### src/rtl/bp_be_pkg.sv
// Shared back-end types: processor configurations, the stride-prefetch FSM states and the page size.
package bp_be_pkg;

    typedef enum logic [1:0] {
        e_bp_default_cfg,
        e_bp_sv48_cfg
    } bp_params_e;

    typedef enum logic [1:0] {
        e_pf_idle,
        e_pf_train,
        e_pf_wait_iter,
        e_pf_issue
    } bp_be_stride_pf_state_e;

    localparam int unsigned bp_be_stride_pf_page_bits_gp = 12;

    function automatic int unsigned bp_vaddr_width(input bp_params_e cfg);
        case (cfg)
            e_bp_sv48_cfg: return 48;
            default:       return 39;
        endcase
    endfunction

endpackage

### src/rtl/bp_be_stride_prefetch_if.sv
// Committed-load, iteration-count and prefetch-request signals of the stride prefetcher.
interface bp_be_stride_prefetch_if #(
    parameter int unsigned vaddr_width_p = 39,
    parameter int unsigned iter_width_p  = 8
);
    logic                     ld_v_i;
    logic [vaddr_width_p-1:0] ld_pc_i;
    logic [vaddr_width_p-1:0] ld_vaddr_i;
    logic                     start_discovery_o;
    logic                     confirm_discovery_o;
    logic [vaddr_width_p-1:0] striding_pc_o;
    logic                     iter_v_i;
    logic [iter_width_p-1:0]  iter_i;
    logic                     iter_yumi_o;
    logic                     pf_v_o;
    logic [vaddr_width_p-1:0] pf_vaddr_o;
    logic                     pf_ready_and_i;

    modport master (
        output ld_v_i, ld_pc_i, ld_vaddr_i, iter_v_i, iter_i, pf_ready_and_i,
        input  start_discovery_o, confirm_discovery_o, striding_pc_o, iter_yumi_o, pf_v_o, pf_vaddr_o
    );

    modport slave (
        input  ld_v_i, ld_pc_i, ld_vaddr_i, iter_v_i, iter_i, pf_ready_and_i,
        output start_discovery_o, confirm_discovery_o, striding_pc_o, iter_yumi_o, pf_v_o, pf_vaddr_o
    );
endinterface

### src/rtl/bp_be_stride_pf_agen.sv
// Prefetch address generator: accumulates the stride and flags page crossings of the next address.
// BP_BE_STRIDE_PF_PAGE_CLAMP_EN enables the crossing flags; otherwise they are tied low.
module bp_be_stride_pf_agen
    import bp_be_pkg::*;
#(
    parameter int unsigned vaddr_width_p = 39
) (
    input  logic                     clk,
    input  logic                     reset_n,
    input  logic                     load,
    input  logic                     step,
    input  logic [vaddr_width_p-1:0] last,
    input  logic [vaddr_width_p-1:0] stride,
    output logic [vaddr_width_p-1:0] addr,
    output logic                     cross_first_c,
    output logic                     cross_next_c
);
    logic [vaddr_width_p-1:0] addr_r;
    logic [vaddr_width_p-1:0] first;
    logic [vaddr_width_p-1:0] next;

    assign first = last + stride;
    assign next  = addr_r + stride;

    always_ff @(posedge clk) begin
        if (!reset_n)  addr_r <= '0;
        else if (load) addr_r <= first;
        else if (step) addr_r <= next;
    end

    assign addr = addr_r;

    // Crossings are judged against the page of the last trained load address.
`ifdef BP_BE_STRIDE_PF_PAGE_CLAMP_EN
    assign cross_first_c = first[vaddr_width_p-1:bp_be_stride_pf_page_bits_gp]
                        != last[vaddr_width_p-1:bp_be_stride_pf_page_bits_gp];
    assign cross_next_c  = next[vaddr_width_p-1:bp_be_stride_pf_page_bits_gp]
                        != last[vaddr_width_p-1:bp_be_stride_pf_page_bits_gp];
`else
    assign cross_first_c = 1'b0;
    assign cross_next_c  = 1'b0;
`endif

endmodule

### src/rtl/bp_be_stride_prefetch.sv
// Stride prefetcher: trains on one load PC, confirms a constant stride, then issues bounded prefetches.
// Optional page clamp via BP_BE_STRIDE_PF_PAGE_CLAMP_EN (implemented in bp_be_stride_pf_agen).
module bp_be_stride_prefetch
    import bp_be_pkg::*;
#(
    parameter bp_params_e  bp_params_p         = e_bp_default_cfg,
    parameter int unsigned confirm_threshold_p = 3,
    parameter int unsigned max_prefetch_p      = 16,
    parameter int unsigned iter_width_p        = 8
) (
    input  logic                     clk_i,
    input  logic                     reset_n_i,
    bp_be_stride_prefetch_if.slave   bus
);
    localparam int unsigned vaddr_width_p = bp_vaddr_width(bp_params_p);
    localparam int unsigned conf_width_lp = $clog2(confirm_threshold_p + 1);
    localparam int unsigned cnt_width_lp  = $clog2(max_prefetch_p + 1);

    bp_be_stride_pf_state_e   state_r, state_n;
    logic [vaddr_width_p-1:0] pc_r, pc_n, last_r, last_n, stride_r, stride_n;
    logic [conf_width_lp-1:0] conf_r, conf_n;
    logic [cnt_width_lp-1:0]  cnt_r, cnt_n;
    logic                     start_r, start_n, confirm_r, confirm_n;

    logic [vaddr_width_p-1:0] d, pf_addr;
    logic [cnt_width_lp-1:0]  iter_min;
    logic                     ld_match, pf_load, pf_step, iter_yumi_c;
    logic                     cross_first_c, cross_next_c;

    bp_be_stride_pf_agen #(.vaddr_width_p(vaddr_width_p)) agen (
        .clk           (clk_i),
        .reset_n       (reset_n_i),
        .load          (pf_load),
        .step          (pf_step),
        .last          (last_r),
        .stride        (stride_r),
        .addr          (pf_addr),
        .cross_first_c (cross_first_c),
        .cross_next_c  (cross_next_c)
    );

    always_ff @(posedge clk_i) begin
        if (!reset_n_i) begin
            state_r   <= e_pf_idle;
            pc_r      <= '0;
            last_r    <= '0;
            stride_r  <= '0;
            conf_r    <= '0;
            cnt_r     <= '0;
            start_r   <= 1'b0;
            confirm_r <= 1'b0;
        end else begin
            state_r   <= state_n;
            pc_r      <= pc_n;
            last_r    <= last_n;
            stride_r  <= stride_n;
            conf_r    <= conf_n;
            cnt_r     <= cnt_n;
            start_r   <= start_n;
            confirm_r <= confirm_n;
        end
    end

    always_comb begin
        state_n     = state_r;
        pc_n        = pc_r;
        last_n      = last_r;
        stride_n    = stride_r;
        conf_n      = conf_r;
        cnt_n       = cnt_r;
        start_n     = 1'b0;
        confirm_n   = 1'b0;
        pf_load     = 1'b0;
        pf_step     = 1'b0;
        iter_yumi_c = 1'b0;

        d        = bus.ld_vaddr_i - last_r;
        ld_match = bus.ld_v_i && (bus.ld_pc_i == pc_r);
        iter_min = (32'(bus.iter_i) > max_prefetch_p) ? cnt_width_lp'(max_prefetch_p)
                                                      : cnt_width_lp'(bus.iter_i);

        case (state_r)
            e_pf_idle: begin
                if (bus.ld_v_i) begin
                    pc_n     = bus.ld_pc_i;
                    last_n   = bus.ld_vaddr_i;
                    stride_n = '0;
                    conf_n   = '0;
                    state_n  = e_pf_train;
                end
            end
            e_pf_train: begin
                if (ld_match) begin
                    last_n = bus.ld_vaddr_i;
                    if ((d == stride_r) && (d != '0)) begin
                        if (32'(conf_r) < confirm_threshold_p) conf_n = conf_r + 1'b1;
                        start_n = (conf_r == '0);
                        if (conf_n == conf_width_lp'(confirm_threshold_p)) begin
                            confirm_n = 1'b1;
                            state_n   = e_pf_wait_iter;
                        end
                    end else begin
                        stride_n = d;
                        conf_n   = '0;
                    end
                end
            end
            e_pf_wait_iter: begin
                iter_yumi_c = bus.iter_v_i;
                if (bus.iter_v_i) begin
                    cnt_n   = iter_min;
                    pf_load = 1'b1;
                    state_n = ((iter_min == '0) || cross_first_c) ? e_pf_idle : e_pf_issue;
                end
            end
            e_pf_issue: begin
                if (bus.pf_ready_and_i) begin
                    cnt_n   = cnt_r - 1'b1;
                    pf_step = 1'b1;
                    if ((cnt_r == cnt_width_lp'(1)) || cross_next_c) state_n = e_pf_idle;
                end
            end
            default: state_n = e_pf_idle;
        endcase
    end

    // Outputs are forced low while reset is held, including the first reset cycle.
    assign bus.start_discovery_o   = reset_n_i & start_r;
    assign bus.confirm_discovery_o = reset_n_i & confirm_r;
    assign bus.striding_pc_o       = reset_n_i ? pc_r : '0;
    assign bus.iter_yumi_o         = reset_n_i & iter_yumi_c;
    assign bus.pf_v_o              = reset_n_i & (state_r == e_pf_issue);
    assign bus.pf_vaddr_o          = reset_n_i ? pf_addr : '0;

endmodule

### src/flat_wrapper.sv
// flat-port wrapper written by rule: the top's interface ports become plain ports
module bp_be_stride_prefetch_flat import bp_be_pkg::*;
#(
    parameter bp_params_e  bp_params_p         = e_bp_default_cfg,
    parameter int unsigned confirm_threshold_p = 3,
    parameter int unsigned max_prefetch_p      = 16,
    parameter int unsigned iter_width_p        = 8
)
  (clk_i, reset_n_i, bus_ld_v_i, bus_ld_pc_i, bus_ld_vaddr_i, bus_iter_v_i, bus_iter_i, bus_pf_ready_and_i, bus_start_discovery_o, bus_confirm_discovery_o, bus_striding_pc_o, bus_iter_yumi_o, bus_pf_v_o, bus_pf_vaddr_o);
  bp_be_stride_prefetch_if #(.iter_width_p(iter_width_p)) bus_i ();
  input  logic clk_i;
  input  logic reset_n_i;
  input wire logic [$bits(bus_i.ld_v_i)-1:0] bus_ld_v_i;
  input wire logic [$bits(bus_i.ld_pc_i)-1:0] bus_ld_pc_i;
  input wire logic [$bits(bus_i.ld_vaddr_i)-1:0] bus_ld_vaddr_i;
  input wire logic [$bits(bus_i.iter_v_i)-1:0] bus_iter_v_i;
  input wire logic [$bits(bus_i.iter_i)-1:0] bus_iter_i;
  input wire logic [$bits(bus_i.pf_ready_and_i)-1:0] bus_pf_ready_and_i;
  output wire logic [$bits(bus_i.start_discovery_o)-1:0] bus_start_discovery_o;
  output wire logic [$bits(bus_i.confirm_discovery_o)-1:0] bus_confirm_discovery_o;
  output wire logic [$bits(bus_i.striding_pc_o)-1:0] bus_striding_pc_o;
  output wire logic [$bits(bus_i.iter_yumi_o)-1:0] bus_iter_yumi_o;
  output wire logic [$bits(bus_i.pf_v_o)-1:0] bus_pf_v_o;
  output wire logic [$bits(bus_i.pf_vaddr_o)-1:0] bus_pf_vaddr_o;
  assign bus_i.ld_v_i = bus_ld_v_i;
  assign bus_i.ld_pc_i = bus_ld_pc_i;
  assign bus_i.ld_vaddr_i = bus_ld_vaddr_i;
  assign bus_i.iter_v_i = bus_iter_v_i;
  assign bus_i.iter_i = bus_iter_i;
  assign bus_i.pf_ready_and_i = bus_pf_ready_and_i;
  assign bus_start_discovery_o = bus_i.start_discovery_o;
  assign bus_confirm_discovery_o = bus_i.confirm_discovery_o;
  assign bus_striding_pc_o = bus_i.striding_pc_o;
  assign bus_iter_yumi_o = bus_i.iter_yumi_o;
  assign bus_pf_v_o = bus_i.pf_v_o;
  assign bus_pf_vaddr_o = bus_i.pf_vaddr_o;
  bp_be_stride_prefetch #(.bp_params_p(bp_params_p), .confirm_threshold_p(confirm_threshold_p), .max_prefetch_p(max_prefetch_p), .iter_width_p(iter_width_p)) u_core (.clk_i(clk_i), .reset_n_i(reset_n_i), .bus(bus_i));
endmodule
### config.mk
export PLATFORM = sky130hd
export DESIGN_NAME = bp_be_stride_prefetch_flat
export DESIGN_NICKNAME = d
export VERILOG_FILES = /design/src/rtl/bp_be_pkg.sv /design/src/rtl/bp_be_stride_prefetch_if.sv /design/src/rtl/bp_be_stride_pf_agen.sv /design/src/rtl/bp_be_stride_prefetch.sv /design/src/flat_wrapper.sv
export SDC_FILE = /design/constraint.sdc
export NUM_CORES = 1
export LEC_CHECK = 0
export CAP_MARGIN = 20
export CORE_ASPECT_RATIO = 1.1
export CORE_MARGIN = 1
export CORE_UTILIZATION = 58
export DETAILED_ROUTE_END_ITERATION = 8
export PLACE_DENSITY = 0.87
export SLEW_MARGIN = 30
export SYNTH_ARGS = -nofsm -noshare
export SYNTH_HDL_FRONTEND = slang
export SYNTH_HIERARCHICAL = 1
export SYNTH_SLANG_ARGS = --single-unit
### constraint.sdc
create_clock -name clk_i -period 5.5 [get_ports clk_i]
set_input_delay 1.1 -clock clk_i [delete_from_list [all_inputs] [get_ports clk_i]]
set_output_delay 1.1 -clock clk_i [all_outputs]
set_load 0.03 [all_outputs]
Word-level counts from Yosys, hierarchy flattened. Index checks and enable logic that the tools add are counted.

Register bits: 167. Input port bits: 91. Output and inout port bits: 82. Logic and storage cells: 88.

$add $sub $neg: 5. Order comparisons: 2. Equal/unequal tests: 15. Mux-type cells: 38. Bitwise gates (word level): 4. Reductions and logical operators: 15.

Operator list (number): $mux 39 (9); $pmux 39 s2 (2); $add 39x39->39 (2); $eq 39x39->1 (2); $reduce_bool 39->1 (1); $sub 39x39->39 (1); $mux 2 (15); $mux 5 (3); $pmux 5 s2 (1); $gt 8x5->1 const B (1); $ne 2x1->1 const B (4); $ne 2x2->1 const B (4); $pmux 2 s4 (1); $reduce_and 4->1 (2); $reduce_and 7->1 (1); $eq 2x2->1 const B (3); $mux 1 (6); $reduce_and 3->1 (2); $reduce_bool 2->1 (3); $eq 5x1->1 const B (1); $logic_not 5->1 (1); $sub 5x1->5 const B (1); $and 1x1->1 (4); $logic_not 2->1 (2); 6 further kinds (7).

Depth between registers and ports, before layout.
Depth in word-level cells: 11. Depth in mapped cells: 18. Depth with buffers taken out: 14.

Cells and area by module. The synthesis kept the hierarchy.

Modules (own cells, without submodules): bp_be_stride_prefetch (times used 1, cells an instance 1378, area an instance 10376.2 um^2, sequential area each 2562.5 um^2); bp_be_stride_pf_agen (times used 1, cells an instance 535, area an instance 4117.7 um^2, sequential area each 780.7 um^2).

Worst setup path before layout. No wires, ideal clock.

Kind: input-to-reg. Start point: input port bus_ld_vaddr_i[0]. End point: register u_core.stride_r[33]. Setup time: 0.129 ns. Arrival time: 4.913 ns. Required time: 5.371 ns. Path slack: 0.458 ns. Stages: 15. Buffers on the path: 1. Cell sequence: inv_1 ha_1 fa_1 nor2b_1 o22a_1 a32o_2 o21ai_4 o211ai_4 mux2_4 or4b_1 or4_4 o41a_1 a31oi_4 buf_6 o22ai_2.

Longest elaborated chain between the ends: 5. Elaborated cells between the ends (all ways): 9. Classes of those cells: add/sub (1); eq/ne (2); mux (3); reduce/logical (3).

Ends and longest elaborated chain: from (decl) (RTL line flat_wrapper.sv:15) `input wire logic [$bits(bus_i.ld_vaddr_i)-1:0] bus_ld_vaddr_i;`; $sub 39x39->39 (*) (RTL line bp_be_stride_prefetch.sv:77) `d = bus.ld_vaddr_i - last_r;`; $eq 39x39->1 / $reduce_bool 39->1 (equally long branches) (RTL line bp_be_stride_prefetch.sv:95) `if ((d == stride_r) && (d != '0)) begin`; $logic_and 1x1->1 (RTL line bp_be_stride_prefetch.sv:95); $ne 2x2->1 (no line); $reduce_and 4->1 (no line); to (signal assigned) (RTL line bp_be_stride_prefetch.sv:56) `stride_r <= stride_n;`; to (decl) (RTL line bp_be_stride_prefetch.sv:20) `logic [vaddr_width_p-1:0] pc_r, pc_n, last_r, last_n, stride_r, stride_n;`.

Mark *: on every way between the ends. The rest lies on a longest branch, timed or not. The select of a mux whose other input is x is not followed. A chain may end at the register's enable or synchronous reset.

Worst setup path in the final report.
Start point: input port bus_ld_vaddr_i[0]. End point: register u_core.stride_r[13].

Same word-level chain as after synthesis.

==> results.py <==
metrics = {
    "yosys": {
        "yosysTopAreaCell": "dfxtp_1",
        "ys_seq_area_share_pct": 23.1,
        "ys.flop_type": "dfxtp_1",
        "yosys.area.top_type_share_pct": 23.1,
        "ys_types": 109,
        "ys_warn_count": 6,
        "synthArstFlopShare_pct": 0,
        "synth.area.top_cells": "dfxtp_1, ha_1, a21oi_1",
        "syn_inst": 1913,
        "syn_avg_cell_area_um2": 7.58,
        "yosysMostFrequentCell": "nand2_1",
        "synth_area_um2": 14500,
        "synth_edf_count": 0,
        "synth_common_cells": "nand2_1, a21oi_1, nor2_1",
        "synth_seq_cells": 167,
    },
    "drt": {
        "wl_um": 52700,
        "vias": 15800,
        "detail_route.wl_per_cell_um": 21.3,
        "drt_first_pass_iters": 8,
        "drcViolationCount": 9,
        "drt_iter0_drc": 1409,
        "ant_nets": 0,
        "routed_via_density": 6.37,
    },
    "timing": {
        "slew_headroom_pct": 34.8,
        "timing.hold.ws_ns": 0.468,
        "fmax_mhz": 184,
        "fin_worst_skew_ns": 0.0264,
        "worstMarginPinSlew_ns": 0.970,
        "report.final.hold_viol_count": 0,
        "period_share_pct": 98.6,
        "fin_crit_ns": 5.43,
        "finalMaxSlewViolations": 0,
        "finalSetupViolCount": 0,
    },
    "critical_path": {
        "cpLargestDelayFamily": "simple AND/OR/NAND/NOR gates",
        "cp-start-kind": "input port",
        "critPathArrivalTime_ns": 5.72,
        "end_kind": "register",
        "path_buf_inv": 4,
        "worst_path_largest_cell_delay_ns": 0.58,
        "required_ns": 5.80,
        "path_cells": "clkdlybuf4s50_1, inv_1, ha_2, fa_2, xor2_2, and2_1, nor4_2, o31ai_1, or4_1, or4b_4, a2111oi_4, nand4_1, or3_4, o21ai_4, buf_12, buf_12, o22ai_1",
        "path_common_cell": "buf_12",
        "worstSetupPathType": "in2reg",
        "cp_max_fo": 11,
        "cpMaxStageDelayCell": "or4b_4",
    },
    "global_route": {
        "busiest_layer": "met2",
        "grt_pass1_wl_um": 80700,
        "grt_use_met3_pct": 5.59,
        "met1_usage_pct": 48.3,
        "antenna_found_initial": 0,
        "grt_use_met2_pct": 68.2,
        "grt_pass1_vias": 15000,
        "grt_max_degree": 89,
        "grt_usage_pct": 40.1,
        "grt.overflow.total": 0,
    },
    "clock_network": {
        "cts_hold_buf": 0,
        "clk_pin_slew_ns": 0.07,
        "cts_tree": "done",
        "htreeDepth": 4,
        "cts_buffers": 17,
        "insertion_delay_ns": 0.45,
        "cts.sinks": 167,
        "clockBufferDepth": 2,
        "root_buffer": "clkbuf_16",
    },
    "power_and_ir_drop": {
        "power_density_nw_per_um2": 233,
        "p_leak_nw": 7.05,
        "ir_drop_v": 0.000199,
        "power_mw": 4.20,
    },
    "floorplan": {
        "initial_core_util_pct": 59.2,
        "die_w_um": 153,
        "die_y_um": 168,
        "die_area_um2": 25600,
        "core_um2": 24500,
        "io_pins": 173,
        "rows": 60,
    },
    "layout": {
        "antenna_cells": 0,
        "design_area_um2": 18100,
        "fin_nets": 2327,
        "drive_above_1_share_pct": 14.2,
        "stdcell_count": 2479,
        "area_growth_pct": 24.6,
        "fillers": 1861,
    },
    "run_status": {
        "outcome": "complete, but fails checks",
        "violations": "DRC",
    },
    "placed_design": {
        "place_inst": 2440,
        "dpl.hpwl_um": 40400,
        "routabilityCongestion": 1.03,
        "portBuffers": 172,
        "post_dp_cell_area_um2": 17300,
    },
    "min_path": {
        "hp-class": "reg2reg",
    },
    "job": {
        "cap_violations": 0,
    },
}
logic make-up after synthesis:
| family | Yosys count | synth area share (%) |
|---|---|---|
| multiplexers | 50 | 3.81 |
| AO/OA/AOI/OAI | 519 | 24.8 |
| XOR/XNOR | 135 | 9.25 |
| AND/OR/NAND/NOR | 739 | 25.6 |
| buffers and inverters | 222 | 6.46 |
| other | 1 | 0.0259 |
| flip-flops | 167 | 23.1 |
| adder cells (fa/ha/maj) | 80 | 7.01 |
report_power, final:
group	switching [mW]	total, mW	leakage, nW	internal (mW)
clock network	0.641	1.30	0.297	0.664
logic	0.905	1.58	5.39	0.678
registers	0.0545	1.32	1.36	1.26
worst paths after layout:
path | from | to | slack, ns | cells after the start
setup / recovery | bus_ld_vaddr_i[0] | u_core/stride_r[13] | 0.07 | 17
hold / removal | u_core/agen/addr[28] | u_core/agen/addr[28] | 0.47 | 2
setup reg to reg | u_core/last_r[19] | u_core/stride_r[13] | 0.89 | 16
hold reg to reg | u_core/agen/addr[28] | u_core/agen/addr[28] | 0.47 | 2
cells in the final DEF (no fill, tap or decap), types with 20 or more instances in the layout:
cell type,instances
buf_4,148
dfxtp_1,167
ha_1,77
o22ai_2,20
a211oi_1,25
a21o_1,28
nor3_1,30
xnor2_1,93
xor2_1,30
nor2_1,170
and2_1,97
a21oi_1,194
clkdlybuf4s50_1,171
o22ai_1,20
o21ai_0,52
nand3_1,35
nand2_1,221
mux2_2,37
nand4_1,57
inv_1,115
metrics by stage:
step	utilization, %	setup TNS (ns)	worst slack [ns]
3_3_place_gp	70.7	-8.78	-0.235
2_1_floorplan	-	0	0.458
6_report	73.8	0	0.0747
4_1_cts	73.3	0	0.0789
3_5_place_dp	70.7	-12.52	-0.325
5_1_grt	73.8	-0.0390	-0.0148
routing by layer:
layer | routed length (um) | vias up
li1 | - | 7333
met1 | 20600 | 7326
met2 | 24500 | 916
met3 | 4100 | 226
met4 | 3510 | 0
met5 | 0 | -
tightest hold or removal path, cell delays in order (launching register included):
cell,delay (ns)
dfxtp_1,0.32
nand2_1,0.06
a21oi_1,0.05
area by class of cell:
cell class / count / area (um^2) / area share [%]
inverter: 116 / 435 / 2.41
clock inverter: 15 / 195 / 1.08
clock buffer: 17 / 425 / 2.36
timing repair buffer: 329 / 3000 / 16.6
sequential: 167 / 3340 / 18.5
multi-input combinational: 1525 / 10300 / 56.9
tap: 310 / 388 / 2.15
repair_timing:
action	in CTS	in global routing
hold endpoints to repair	0	0
gates resized for setup	0	5
setup buffers	0	4
setup endpoints to repair	0	44
state kept, by name (all words and copies together), names as in the netlist:
signal	flops
u_core/confirm_r	1
u_core/last_r	39
u_core/stride_r	39
u_core/start_r	1
u_core/conf_r	2
u_core/agen/addr	39
u_core/pc_r	39
u_core/state_r	2
u_core/cnt_r	5
No activity file was read; power rests on OpenSTA's default activity.
